==> src/rtl/uart_loader_pkg.sv <==
// Shared definitions for the UART memory loader.
// Holds the frame marker and command codes, the oversampling factor and the
// state encodings of the byte receiver and the frame FSM.
package uart_loader_pkg;

  localparam logic [7:0] SYNC_BYTE = 8'hA5;
  localparam logic [7:0] CMD_WRITE = 8'h01;
  localparam logic [7:0] CMD_RUN   = 8'h02;
  localparam logic [7:0] CMD_HALT  = 8'h03;

  localparam int OVERSAMPLE = 16;

  typedef enum logic [1:0] {
    RX_IDLE,
    RX_START,
    RX_DATA,
    RX_STOP
  } rx_state_t;

  typedef enum logic [2:0] {
    F_IDLE,
    F_CMD,
    F_ADDR,
    F_DATA,
    F_CHK,
    F_EXEC
  } frame_state_t;

endpackage

==> src/rtl/uart_rx_core.sv <==
// 8N1 UART byte receiver with 16x oversampling.
// Ports:
//   clk, rst     - clock, asynchronous active-low reset
//   dvsr         - one tick every dvsr+1 clocks
//   serial_in    - raw UART line (idle high), double-flopped internally
//   tick         - oversample tick, also used by the loader for its timeout
//   byte_valid   - one-clock strobe, byte_data holds the received byte
//   byte_data    - last received byte
//   frame_err    - one-clock strobe when the stop bit was sampled low
module uart_rx_core
  import uart_loader_pkg::*;
(
  input  logic        clk,
  input  logic        rst,
  input  logic [31:0] dvsr,
  input  logic        serial_in,
  output logic        tick,
  output logic        byte_valid,
  output logic [7:0]  byte_data,
  output logic        frame_err
);

  localparam logic [3:0] LAST_TICK = 4'(OVERSAMPLE - 1);
  // The falling edge is seen two clocks late through the synchronizer, so the
  // start bit is resampled on the 7th tick to land near the middle of the bit.
  localparam logic [3:0] MID_TICK  = 4'(OVERSAMPLE / 2 - 2);

  logic [31:0] div_q, div_d;
  logic [1:0]  sync_q;
  logic        prev_q;
  logic        line, fall;
  rx_state_t   state_q, state_d;
  logic [3:0]  tcnt_q, tcnt_d;
  logic [2:0]  bcnt_q, bcnt_d;
  logic [7:0]  shreg_q, shreg_d;

  // Using >= lets a divisor lowered below the running count wrap immediately.
  assign tick  = (div_q == dvsr);
  assign div_d = (div_q >= dvsr) ? 32'd0 : div_q + 32'd1;

  assign line      = sync_q[1];
  assign fall      = prev_q & ~line;
  assign byte_data = shreg_q;

  always_ff @(posedge clk or negedge rst) begin
    if (!rst) begin
      div_q   <= '0;
      sync_q  <= 2'b11;
      prev_q  <= 1'b1;
      state_q <= RX_IDLE;
      tcnt_q  <= '0;
      bcnt_q  <= '0;
      shreg_q <= '0;
    end else begin
      div_q   <= div_d;
      sync_q  <= {sync_q[0], serial_in};
      prev_q  <= line;
      state_q <= state_d;
      tcnt_q  <= tcnt_d;
      bcnt_q  <= bcnt_d;
      shreg_q <= shreg_d;
    end
  end

  always_comb begin
    state_d    = state_q;
    tcnt_d     = tcnt_q;
    bcnt_d     = bcnt_q;
    shreg_d    = shreg_q;
    byte_valid = 1'b0;
    frame_err  = 1'b0;
    unique case (state_q)
      RX_IDLE: begin
        if (fall) begin
          state_d = RX_START;
          tcnt_d  = '0;
        end
      end
      RX_START: begin
        if (tick) begin
          if (tcnt_q == MID_TICK) begin
            tcnt_d  = '0;
            bcnt_d  = '0;
            state_d = line ? RX_IDLE : RX_DATA;
          end else begin
            tcnt_d = tcnt_q + 4'd1;
          end
        end
      end
      RX_DATA: begin
        if (tick) begin
          if (tcnt_q == LAST_TICK) begin
            tcnt_d  = '0;
            shreg_d = {line, shreg_q[7:1]};
            if (bcnt_q == 3'd7) state_d = RX_STOP;
            else                bcnt_d  = bcnt_q + 3'd1;
          end else begin
            tcnt_d = tcnt_q + 4'd1;
          end
        end
      end
      RX_STOP: begin
        if (tick) begin
          if (tcnt_q == LAST_TICK) begin
            state_d = RX_IDLE;
            if (line) byte_valid = 1'b1;
            else      frame_err  = 1'b1;
          end else begin
            tcnt_d = tcnt_q + 4'd1;
          end
        end
      end
      default: state_d = RX_IDLE;
    endcase
  end

endmodule

==> src/rtl/uart_mem_loader.sv <==
// Boot/debug loader: decodes UART command frames
//   A5, CMD, ADDR[4] (LE), DATA[4] (LE), CHK = XOR(CMD, ADDR, DATA)
// into single-cycle memory word writes, and holds the core in reset until RUN.
// Ports:
//   clk, rst   - clock, asynchronous active-low reset
//   dvsr       - UART oversample divisor (tick every dvsr+1 clocks)
//   serial_in  - UART line, idle high
//   mem_we     - one-cycle write strobe; mem_addr (word aligned) / mem_wd
//   cpu_hold   - core reset hold, 1 out of reset, cleared by RUN, set by HALT
//   busy       - frame FSM not idle
//   err_cnt    - saturating count of rejected frames
// ADDR_W must be in 3..32.
module uart_mem_loader
  import uart_loader_pkg::*;
#(
  parameter int TIMEOUT_BYTES = 4,
  parameter int ADDR_W        = 32
) (
  input  logic              clk,
  input  logic              rst,
  input  logic [31:0]       dvsr,
  input  logic              serial_in,
  output logic              mem_we,
  output logic [ADDR_W-1:0] mem_addr,
  output logic [31:0]       mem_wd,
  output logic              cpu_hold,
  output logic              busy,
  output logic [7:0]        err_cnt
);

  // One byte-time is 10 bit-times of OVERSAMPLE ticks each.
  localparam int            TO_TICKS = TIMEOUT_BYTES * 10 * OVERSAMPLE;
  localparam int            TO_W     = $clog2(TO_TICKS + 1);
  localparam logic [TO_W-1:0] TO_LAST = TO_W'(TO_TICKS - 1);

  function automatic logic [7:0] sat_inc(input logic [7:0] v);
    return (v == 8'hFF) ? v : v + 8'd1;
  endfunction

  logic        tick, byte_valid, frame_err;
  logic [7:0]  byte_data;

  frame_state_t      state_q, state_d;
  logic [1:0]        bcnt_q, bcnt_d;
  logic [TO_W-1:0]   tocnt_q, tocnt_d;
  logic [7:0]        err_q, err_d;
  logic              hold_q, hold_d;
  logic              we_q, we_d;
  logic [ADDR_W-1:0] maddr_q, maddr_d;
  logic [31:0]       mwd_q, mwd_d;
  logic [7:0]        cmd_q, cmd_d;
  logic [7:0]        chk_q, chk_d;
  logic [31:0]       addr_q, addr_d;
  logic [31:0]       data_q, data_d;
  logic              chk_ok_q, chk_ok_d;
  logic              in_frame, timeout, bump_err;

  uart_rx_core u_rx (
    .clk        (clk),
    .rst        (rst),
    .dvsr       (dvsr),
    .serial_in  (serial_in),
    .tick       (tick),
    .byte_valid (byte_valid),
    .byte_data  (byte_data),
    .frame_err  (frame_err)
  );

  // Abort conditions only apply while collecting bytes; F_EXEC always completes.
  assign in_frame = (state_q != F_IDLE) && (state_q != F_EXEC);
  assign timeout  = in_frame && tick && !byte_valid && (tocnt_q == TO_LAST);

  assign mem_we   = we_q;
  assign mem_addr = maddr_q;
  assign mem_wd   = mwd_q;
  assign cpu_hold = hold_q;
  assign busy     = (state_q != F_IDLE);
  assign err_cnt  = err_q;

  always_ff @(posedge clk or negedge rst) begin
    if (!rst) begin
      state_q <= F_IDLE;
      bcnt_q  <= '0;
      tocnt_q <= '0;
      err_q   <= '0;
      hold_q  <= 1'b1;
      we_q    <= 1'b0;
      maddr_q <= '0;
      mwd_q   <= '0;
    end else begin
      state_q <= state_d;
      bcnt_q  <= bcnt_d;
      tocnt_q <= tocnt_d;
      err_q   <= err_d;
      hold_q  <= hold_d;
      we_q    <= we_d;
      maddr_q <= maddr_d;
      mwd_q   <= mwd_d;
    end
  end

  // Frame payload capture; always rewritten before it is consumed.
  always_ff @(posedge clk) begin
    cmd_q    <= cmd_d;
    chk_q    <= chk_d;
    addr_q   <= addr_d;
    data_q   <= data_d;
    chk_ok_q <= chk_ok_d;
  end

  always_comb begin
    state_d  = state_q;
    bcnt_d   = bcnt_q;
    err_d    = err_q;
    hold_d   = hold_q;
    we_d     = 1'b0;
    maddr_d  = maddr_q;
    mwd_d    = mwd_q;
    cmd_d    = cmd_q;
    chk_d    = chk_q;
    addr_d   = addr_q;
    data_d   = data_q;
    chk_ok_d = chk_ok_q;
    bump_err = 1'b0;

    if (!in_frame)       tocnt_d = '0;
    else if (byte_valid) tocnt_d = '0;
    else if (tick)       tocnt_d = tocnt_q + 1'b1;
    else                 tocnt_d = tocnt_q;

    unique case (state_q)
      F_IDLE: begin
        if (byte_valid && byte_data == SYNC_BYTE) begin
          state_d = F_CMD;
          chk_d   = '0;
        end
      end
      F_CMD: begin
        if (byte_valid) begin
          cmd_d   = byte_data;
          chk_d   = chk_q ^ byte_data;
          bcnt_d  = '0;
          state_d = F_ADDR;
        end
      end
      F_ADDR: begin
        if (byte_valid) begin
          addr_d[{bcnt_q, 3'b000} +: 8] = byte_data;
          chk_d  = chk_q ^ byte_data;
          bcnt_d = bcnt_q + 2'd1;
          if (bcnt_q == 2'd3) state_d = F_DATA;
        end
      end
      F_DATA: begin
        if (byte_valid) begin
          data_d[{bcnt_q, 3'b000} +: 8] = byte_data;
          chk_d  = chk_q ^ byte_data;
          bcnt_d = bcnt_q + 2'd1;
          if (bcnt_q == 2'd3) state_d = F_CHK;
        end
      end
      F_CHK: begin
        if (byte_valid) begin
          chk_ok_d = (byte_data == chk_q);
          state_d  = F_EXEC;
        end
      end
      F_EXEC: begin
        state_d = F_IDLE;
        if (chk_ok_q && cmd_q == CMD_WRITE) begin
          we_d    = 1'b1;
          maddr_d = addr_q[ADDR_W-1:0] & ~ADDR_W'(3);
          mwd_d   = data_q;
        end else if (chk_ok_q && cmd_q == CMD_RUN) begin
          hold_d = 1'b0;
        end else if (chk_ok_q && cmd_q == CMD_HALT) begin
          hold_d = 1'b1;
        end else begin
          bump_err = 1'b1;
        end
      end
      default: state_d = F_IDLE;
    endcase

    if (in_frame && (frame_err || timeout)) begin
      state_d  = F_IDLE;
      bump_err = 1'b1;
    end

    if (bump_err) err_d = sat_inc(err_q);
  end

endmodule

==> config.mk <==
export PLATFORM = sky130hd
export DESIGN_NAME = uart_mem_loader
export DESIGN_NICKNAME = d
export VERILOG_FILES = /design/src/rtl/uart_loader_pkg.sv /design/src/rtl/uart_rx_core.sv /design/src/rtl/uart_mem_loader.sv
export SDC_FILE = /design/constraint.sdc
export NUM_CORES = 1
export LEC_CHECK = 0
export ABC_AREA = 1
export ABC_CLOCK_PERIOD_IN_PS = 3000
export CAP_MARGIN = 25
export CELL_PAD_IN_SITES_DETAIL_PLACEMENT = 2
export CELL_PAD_IN_SITES_GLOBAL_PLACEMENT = 2
export CORE_AREA = 4 4 166 168
export CTS_CLUSTER_SIZE = 40
export DETAILED_ROUTE_END_ITERATION = 8
export DIE_AREA = 0 0 170 172
export DONT_BUFFER_PORTS = 1
export HOLD_SLACK_MARGIN = 0.12
export PLACE_DENSITY = 0.88
export SKIP_CTS_REPAIR_TIMING = 1
export SYNTH_ARGS = -nofsm -noshare
export SYNTH_HDL_FRONTEND = slang
export SYNTH_SLANG_ARGS = --single-unit
==> constraint.sdc <==
create_clock -name clk -period 3 [get_ports clk]
set_input_delay 0.6 -clock clk [delete_from_list [all_inputs] [get_ports clk]]
set_output_delay 0.6 -clock clk [all_outputs]
set_load 0.005 [all_outputs]
# Word-level counts from Yosys, hierarchy flattened
# Index checks and enable logic that the tools add are counted.
[totals]
reg_bits = 220
output_inout_bits = 75
[classes]
addsub = 7
order_cmp = 1
n_eq_ne = 43
shift = 2
n_mux = 62
bitwise_logic = 5
n_reduce_logical = 34
[op_table]
columns = ["operator", "count"]
rows = [
  ["32-bit bitwise mux", 2],
  ["3-bit 2-to-1 mux", 13],
  ["32-bit by 1-bit adder with 32-bit output (second input constant)", 1],
  ["32-bit equality test", 1],
  ["32-bit greater-or-equal comparator", 1],
  ["32-bit 2-to-1 mux", 1],
  ["8-bit by 7-bit variable shift with 32-bit output (first input constant)", 1],
  ["8-bit by 7-bit variable part select with 32-bit output", 1],
  ["10-bit 2-to-1 mux", 3],
  ["4-bit 2-to-1 mux", 7],
  ["3-bit inequality test (second input constant)", 9],
  ["2-bit 2-to-1 mux", 11],
  ["1-bit 2-to-1 mux", 17],
  ["8-bit by 2-bit equality test with 1-bit output (second input constant)", 2],
  ["8-bit equality test (second input constant)", 2],
  ["8-bit 2-to-1 mux", 2],
  ["4-bit case mux with 4 select lines", 1],
  ["8-bit case mux with 2 select lines", 1],
  ["3-bit case mux with 5 select lines", 1],
  ["2-bit by 1-bit inequality test with 1-bit output (second input constant)", 7],
  ["2-bit inequality test (second input constant)", 7],
  ["2-bit AND reduction", 6],
  ["3-bit AND reduction", 4],
  ["10-bit by 1-bit adder with 10-bit output (second input constant)", 1],
  ["other kinds (34)", 52],
]

# Longest topological paths before layout
# Gate-level depths: netlist of run 1.
[depth]
ltp_word = 11
mapped_depth = 13
ltp_nobuf = 13

# By module
# A second synthesis of run 1 with hierarchy kept.
[unflattened]
cells_unflattened = 1116
hier_area_um2 = 10354.9
[by_module_without_submodules]
columns = ["mod", "n_inst", "cells_each", "area_each_um2"]
rows = [
  ["uart_mem_loader", 1, 628, 6657.6],
  ["uart_rx_core", 1, 488, 3697.3],
]

# Least setup slack after synthesis of run 1
# OpenSTA, ideal clock, no wires.
[synth_timing]
path_kind = "input to register"
startpoint = "input dvsr[29]"
endpoint = "register chk_q[0] (enable)"
setup_time_ns = 0.375
arrival_ns = 2.106
t_required_ns = 2.625
slack_ns = 0.519
cell_stages = 10
n_path_buf = 0
cell_sequence = "inv_1 > ha_1 > nand2_1 > nor2_4 > nand2_2 > nor2_2 > nand2_1 > nor2_1 > nand2_1 > a21oi_1"
[synth_between]
elab_chain_cells = 6
[synth_rtl]
columns = ["element", "line_no", "source"]
rows = [
  ["start, declared", "uart_mem_loader.sv:21", "input logic [31:0] dvsr,"],
  ["32-bit equality test *", "uart_rx_core.sv:38", "assign tick = (div_q == dvsr);"],
  ["1-bit 2-to-1 mux *", "uart_rx_core.sv:103", "if (tick) begin"],
  ["1-bit 2-to-1 mux *", "uart_rx_core.sv:72", "unique case (state_q)"],
  ["1-bit logical AND", "uart_mem_loader.sv:133", "if (byte_valid && byte_data == SYNC_BYTE) begin"],
  ["2-bit inequality test (no source line)", "-", ""],
  ["3-bit AND reduction (no source line) *", "-", ""],
  ["end signal, assigned", "uart_mem_loader.sv:105", "chk_q <= chk_d;"],
  ["end, declared", "uart_mem_loader.sv:52", "logic [7:0] chk_q, chk_d;"],
]
# Every way passes the cells marked *; elsewhere a longest branch is shown, timed or not.
# A chain may end at the register's enable or synchronous reset.

# Worst setup path after layout of run 1
[layout_timing]
startpoint = "register u_rx.div_q[26]"
endpoint = "register data_q[5] (enable)"
[layout_between]
elab_chain_cells = 4
[layout_rtl]
columns = ["element", "line_no", "source"]
rows = [
  ["start, declared", "uart_rx_core.sv:28", "logic [31:0] div_q, div_d;"],
  ["start signal, assigned", "uart_rx_core.sv:55", "div_q <= div_d;"],
  ["32-bit equality test", "uart_rx_core.sv:38", ""],
  ["1-bit 2-to-1 mux", "uart_rx_core.sv:103", ""],
  ["1-bit 2-to-1 mux", "uart_rx_core.sv:72", ""],
  ["2-bit AND reduction (no source line)", "-", ""],
  ["end signal, assigned", "uart_mem_loader.sv:107", "data_q <= data_d;"],
  ["end, declared", "uart_mem_loader.sv:54", "logic [31:0] data_q, data_d;"],
]
# No other way between the ends.

==> flow_summary.yaml, run 1 <==
run_status:
  outcome: "finished, violations left"
  failed_checks: "hold timing"
placed_design:
  numPortBuffers: 0
  hpwlAfterDp_microns: 22200
  place_area_sq_mm: 0.0108
  gp_congestion: 0.815
timing:
  tns_ns: 0
  layout_min_cycle_time_ns: 2.70
  timing.fmax_mhz: 371
  worst_pin_slew_ns: 0.688
  slew_viol_final: 0
  final-hold-violation-count: 136
  setup_viol: 0
  rsz0062_at_grt: "no"
  period_share_pct: 89.9
  skew_ns: 0.0134
  whs_ns: -0.247
  relSlewSlack_pct: 53.7
floorplanning:
  row_count: 59
  fp.dieW_microns: 170
  start_util_pct: 40.0
  core_area_sq_mm: 0.0259
  io-pin-count: 110
  dieHeight_microns: 172
  dieArea_sq_mm: 0.0292
setup_path:
  crit_buf_inv: 1
  cpPeakStageDelay_ns: 0.47
  start_kind: "flop"
  cp_max_fo: 8
  timing.critical_path.mode_cell: "nor2_1"
  worstSetupPathType: "reg -> reg"
  critPathTopFamily: "simple AND/OR/NAND/NOR gates"
  cp_cell_sequence: "ha_1 -> nand2_1 -> nor2_1 -> nand2_2 -> nor2_2 -> nand2_1 -> nor2_1 -> nand3_1 -> nor2_1 -> buf_4"
  required_ns: 3.25
  endpoint_kind: "flop"
  cp_slowest_cell: "dfrtp_1"
  arrival_ns: 2.94
  ff2ff_setup_slack_ns: 0.30
synth:
  synth.most_common_cell: "nand2_1"
  netlist_area_sq_mm: 0.0104
  yosysWarnings: 0
  synth_top_area_share_pct: 32.6
  async_flop_share_pct: 63.8
  syn_avg_cell_area_sq_um: 9.46
  synth_compound_area_share_pct: 3.56
  synth_mux_area_share_pct: 0
  ys_types: 45
  synth_top_family_by_area: "simple AND/OR/NAND/NOR gates"
  ys_seq_area_share_pct: 56.5
  synthCells: 1095
  ys_ff_latch: 218
  synthAdderAreaFrac_pct: 5.32
  synth.top_cells.by_count: "nand2_1 (338), dfrtp_1 (135), nor2_1 (95)"
  synth_edf_count: 79
  synth_area_leaders: "dfrtp_1 (33%), edfxtp_1 (23%), nand2_1 (12%)"
  synth_xor_area_share_pct: 3.97
  yosys.area.top_type: "dfrtp_1"
  synthSimpleGateAreaFrac_pct: 25.4
  ys.flop_type: "dfrtp_1"
cells_and_area:
  nets: 1195
  drive_gt1_share_pct: 11.4
  area_growth_pct: 11.9
  fillCellCount: 2817
  num_antenna_cells: 0
  postLayoutCellArea_sq_mm: 0.0116
clock_tree:
  root_buffer: "clkbuf_16"
  clock_latency_ns: 0.55
  clock-sinks: 218
  numCtsBuffers: 26
  cts.reportedPaths.clkPinSlew_ns: 0.06
  cts_tree: "yes"
  cts_max_level: 1
  clk_path_buf_depth: 3
route:
  vias: 7686
  drtIter0Drc: 462
  wl_microns: 30500
  via_per_inst: 5.23
  drc: 0
  wl_per_cell_microns: 20.7
  drt_first_pass_iters: 4
  antenna_left: 0
grt:
  grt_max_degree: 140
  grt_pass1_vias: 8847
  grt_overflow: 0
  grtUsageTotal_pct: 21.1
  grt_pass1_wl_microns: 49000
  antenna_found_initial: 0
pwr:
  ir_drop_mv: 0.405
  p_per_area_mw_per_mm2: 534
  p_leak_nw: 5.36
flow_run:
  drv_cap: 0
min_path:
  hp-class: "in -> async"
[routing by layer]
| layer | GRT usage, % | part of all wire [%] | vias up |
|---|---|---|---|
| met1 | 24.2 | 39 | 3924 |
| met4 | 5.24 | 2.2 | 0 |
| met3 | 3.29 | 3.8 | 45 |
| li1 | - | - | 3583 |
| met2 | 41.1 | 55 | 134 |
| met5 | 0 | 0 | - |
[cell usage in the layout (no fill, tap or decap), types with 3 or more instances in the layout]
master and instances:
buf_4 11, nand2_1 338, ha_1 44, a21oi_1 24, clkbuf_1 3, o22ai_1 6
dfrtp_1 135, o21ai_1 13, nand3_1 39, nor2_1 95, nand2_2 9, edfxtp_1 79
nor3_1 31, inv_1 92, nor2_2 33, o21ai_0 18, inv_2 11, nor3_2 3
nand3_2 4, xor2_1 27, clkinv_2 7, nand2_4 5, nand4_1 14, xnor2_1 20
nor4_1 9, clkbuf_8 4, clkinv_1 7, dfstp_2 4, clkbuf_16 26
[path summary, 6_finish.rpt]
path | start | depth (start not counted) | endpoint
max in group asynchronous | rst | 0 | u_rx.sync_q[1]
worst min-delay path | rst | 0 | mem_wd[26]
worst max-delay path | u_rx.div_q[26] | 10 | data_q[5]
min in group clk | u_rx.sync_q[0] | 0 | u_rx.sync_q[1]
worst min register to register | u_rx.sync_q[0] | 0 | u_rx.sync_q[1]
worst max register to register | u_rx.div_q[26] | 10 | data_q[5]
[flip-flops by register name, indices dropped and copies added (netlist names), named ones only]
register        flops
data_q             32
mem_wd             32
u_rx.div_q         32
addr_q             30
mem_addr           30
tocnt_q            10
chk_q               8
cmd_q               8
err_cnt             8
u_rx.byte_data      8
u_rx.tcnt_q         4
state_q             3
u_rx.bcnt_q         3
bcnt_q              2
u_rx.sync_q         2
chk_ok_q            1
cpu_hold            1
mem_we              1
u_rx.prev_q         1
u_rx.state_q        1
[per-stage QoR]
step / power (W) / setup slack (ns) / instances / hold WS, ns / utilization, %
detailed placement: 0.00318 / 0.183 / 1422 / 0.308 / 41.5
floorplan: 0.00317 / 0.519 / 1096 / 0.304 / -
finish: 0.00619 / 0.303 / 1471 / -0.247 / 44.7
global placement: 0.00318 / 0.395 / 1422 / 0.308 / 41.5
CTS: 0.00625 / 0.270 / 1470 / -0.268 / 44.7
global route: 0.00641 / 0.107 / 1471 / -0.273 / 44.7
[cells by family (layout without fill, tap and decap cells)]
family / after synthesis / count (layout)
other cells: 1 / 2
buf+inv: 126 / 166
simple gates: 592 / 592
flops: 218 / 218
compound gates: 67 / 67
xor+xnor: 47 / 47
fa+ha+maj: 44 / 44
[cell type report]
class,instances,area (sq um),area share (%)
Inverter,104,390,3.37
Sequential cell,218,5860,50.5
Clock inverter,15,104,0.896
Timing Repair Buffer,14,133,1.14
Clock buffer,33,717,6.18
Multi-Input combinational cell,752,3970,34.3
Tap cell,335,419,3.62
[report_power, final]
| part | internal (W) | switching [W] | total, W |
|---|---|---|---|
| logic | 0.0000175 | 0.0000298 | 0.0000473 |
| clock network | 0.00177 | 0.00130 | 0.00307 |
| registers | 0.00307 | 0.00000193 | 0.00308 |
| total | 0.00486 | 0.00133 | 0.00619 |
No activity file was read; power rests on OpenSTA's default activity.
==> run 2, diff against run 1 <==
--- a/config.mk
+++ b/config.mk
@@ -11,7 +11,6 @@
 export CELL_PAD_IN_SITES_DETAIL_PLACEMENT = 2
 export CELL_PAD_IN_SITES_GLOBAL_PLACEMENT = 2
 export CORE_AREA = 4 4 166 168
-export CTS_CLUSTER_SIZE = 40
 export DETAILED_ROUTE_END_ITERATION = 8
 export DIE_AREA = 0 0 170 172
 export DONT_BUFFER_PORTS = 1
==> results of run 2 <==
The final DEF is identical to that of run 1; final timing and power are the same.
==> run 3, diff against run 2 <==
--- a/config.mk
+++ b/config.mk
@@ -17,6 +17,7 @@
 export HOLD_SLACK_MARGIN = 0.12
 export PLACE_DENSITY = 0.88
 export SKIP_CTS_REPAIR_TIMING = 1
+export SLEW_MARGIN = 25
 export SYNTH_ARGS = -nofsm -noshare
 export SYNTH_HDL_FRONTEND = slang
 export SYNTH_SLANG_ARGS = --single-unit
==> results of run 3 <==
The final DEF is identical to that of run 1; final timing and power are the same.
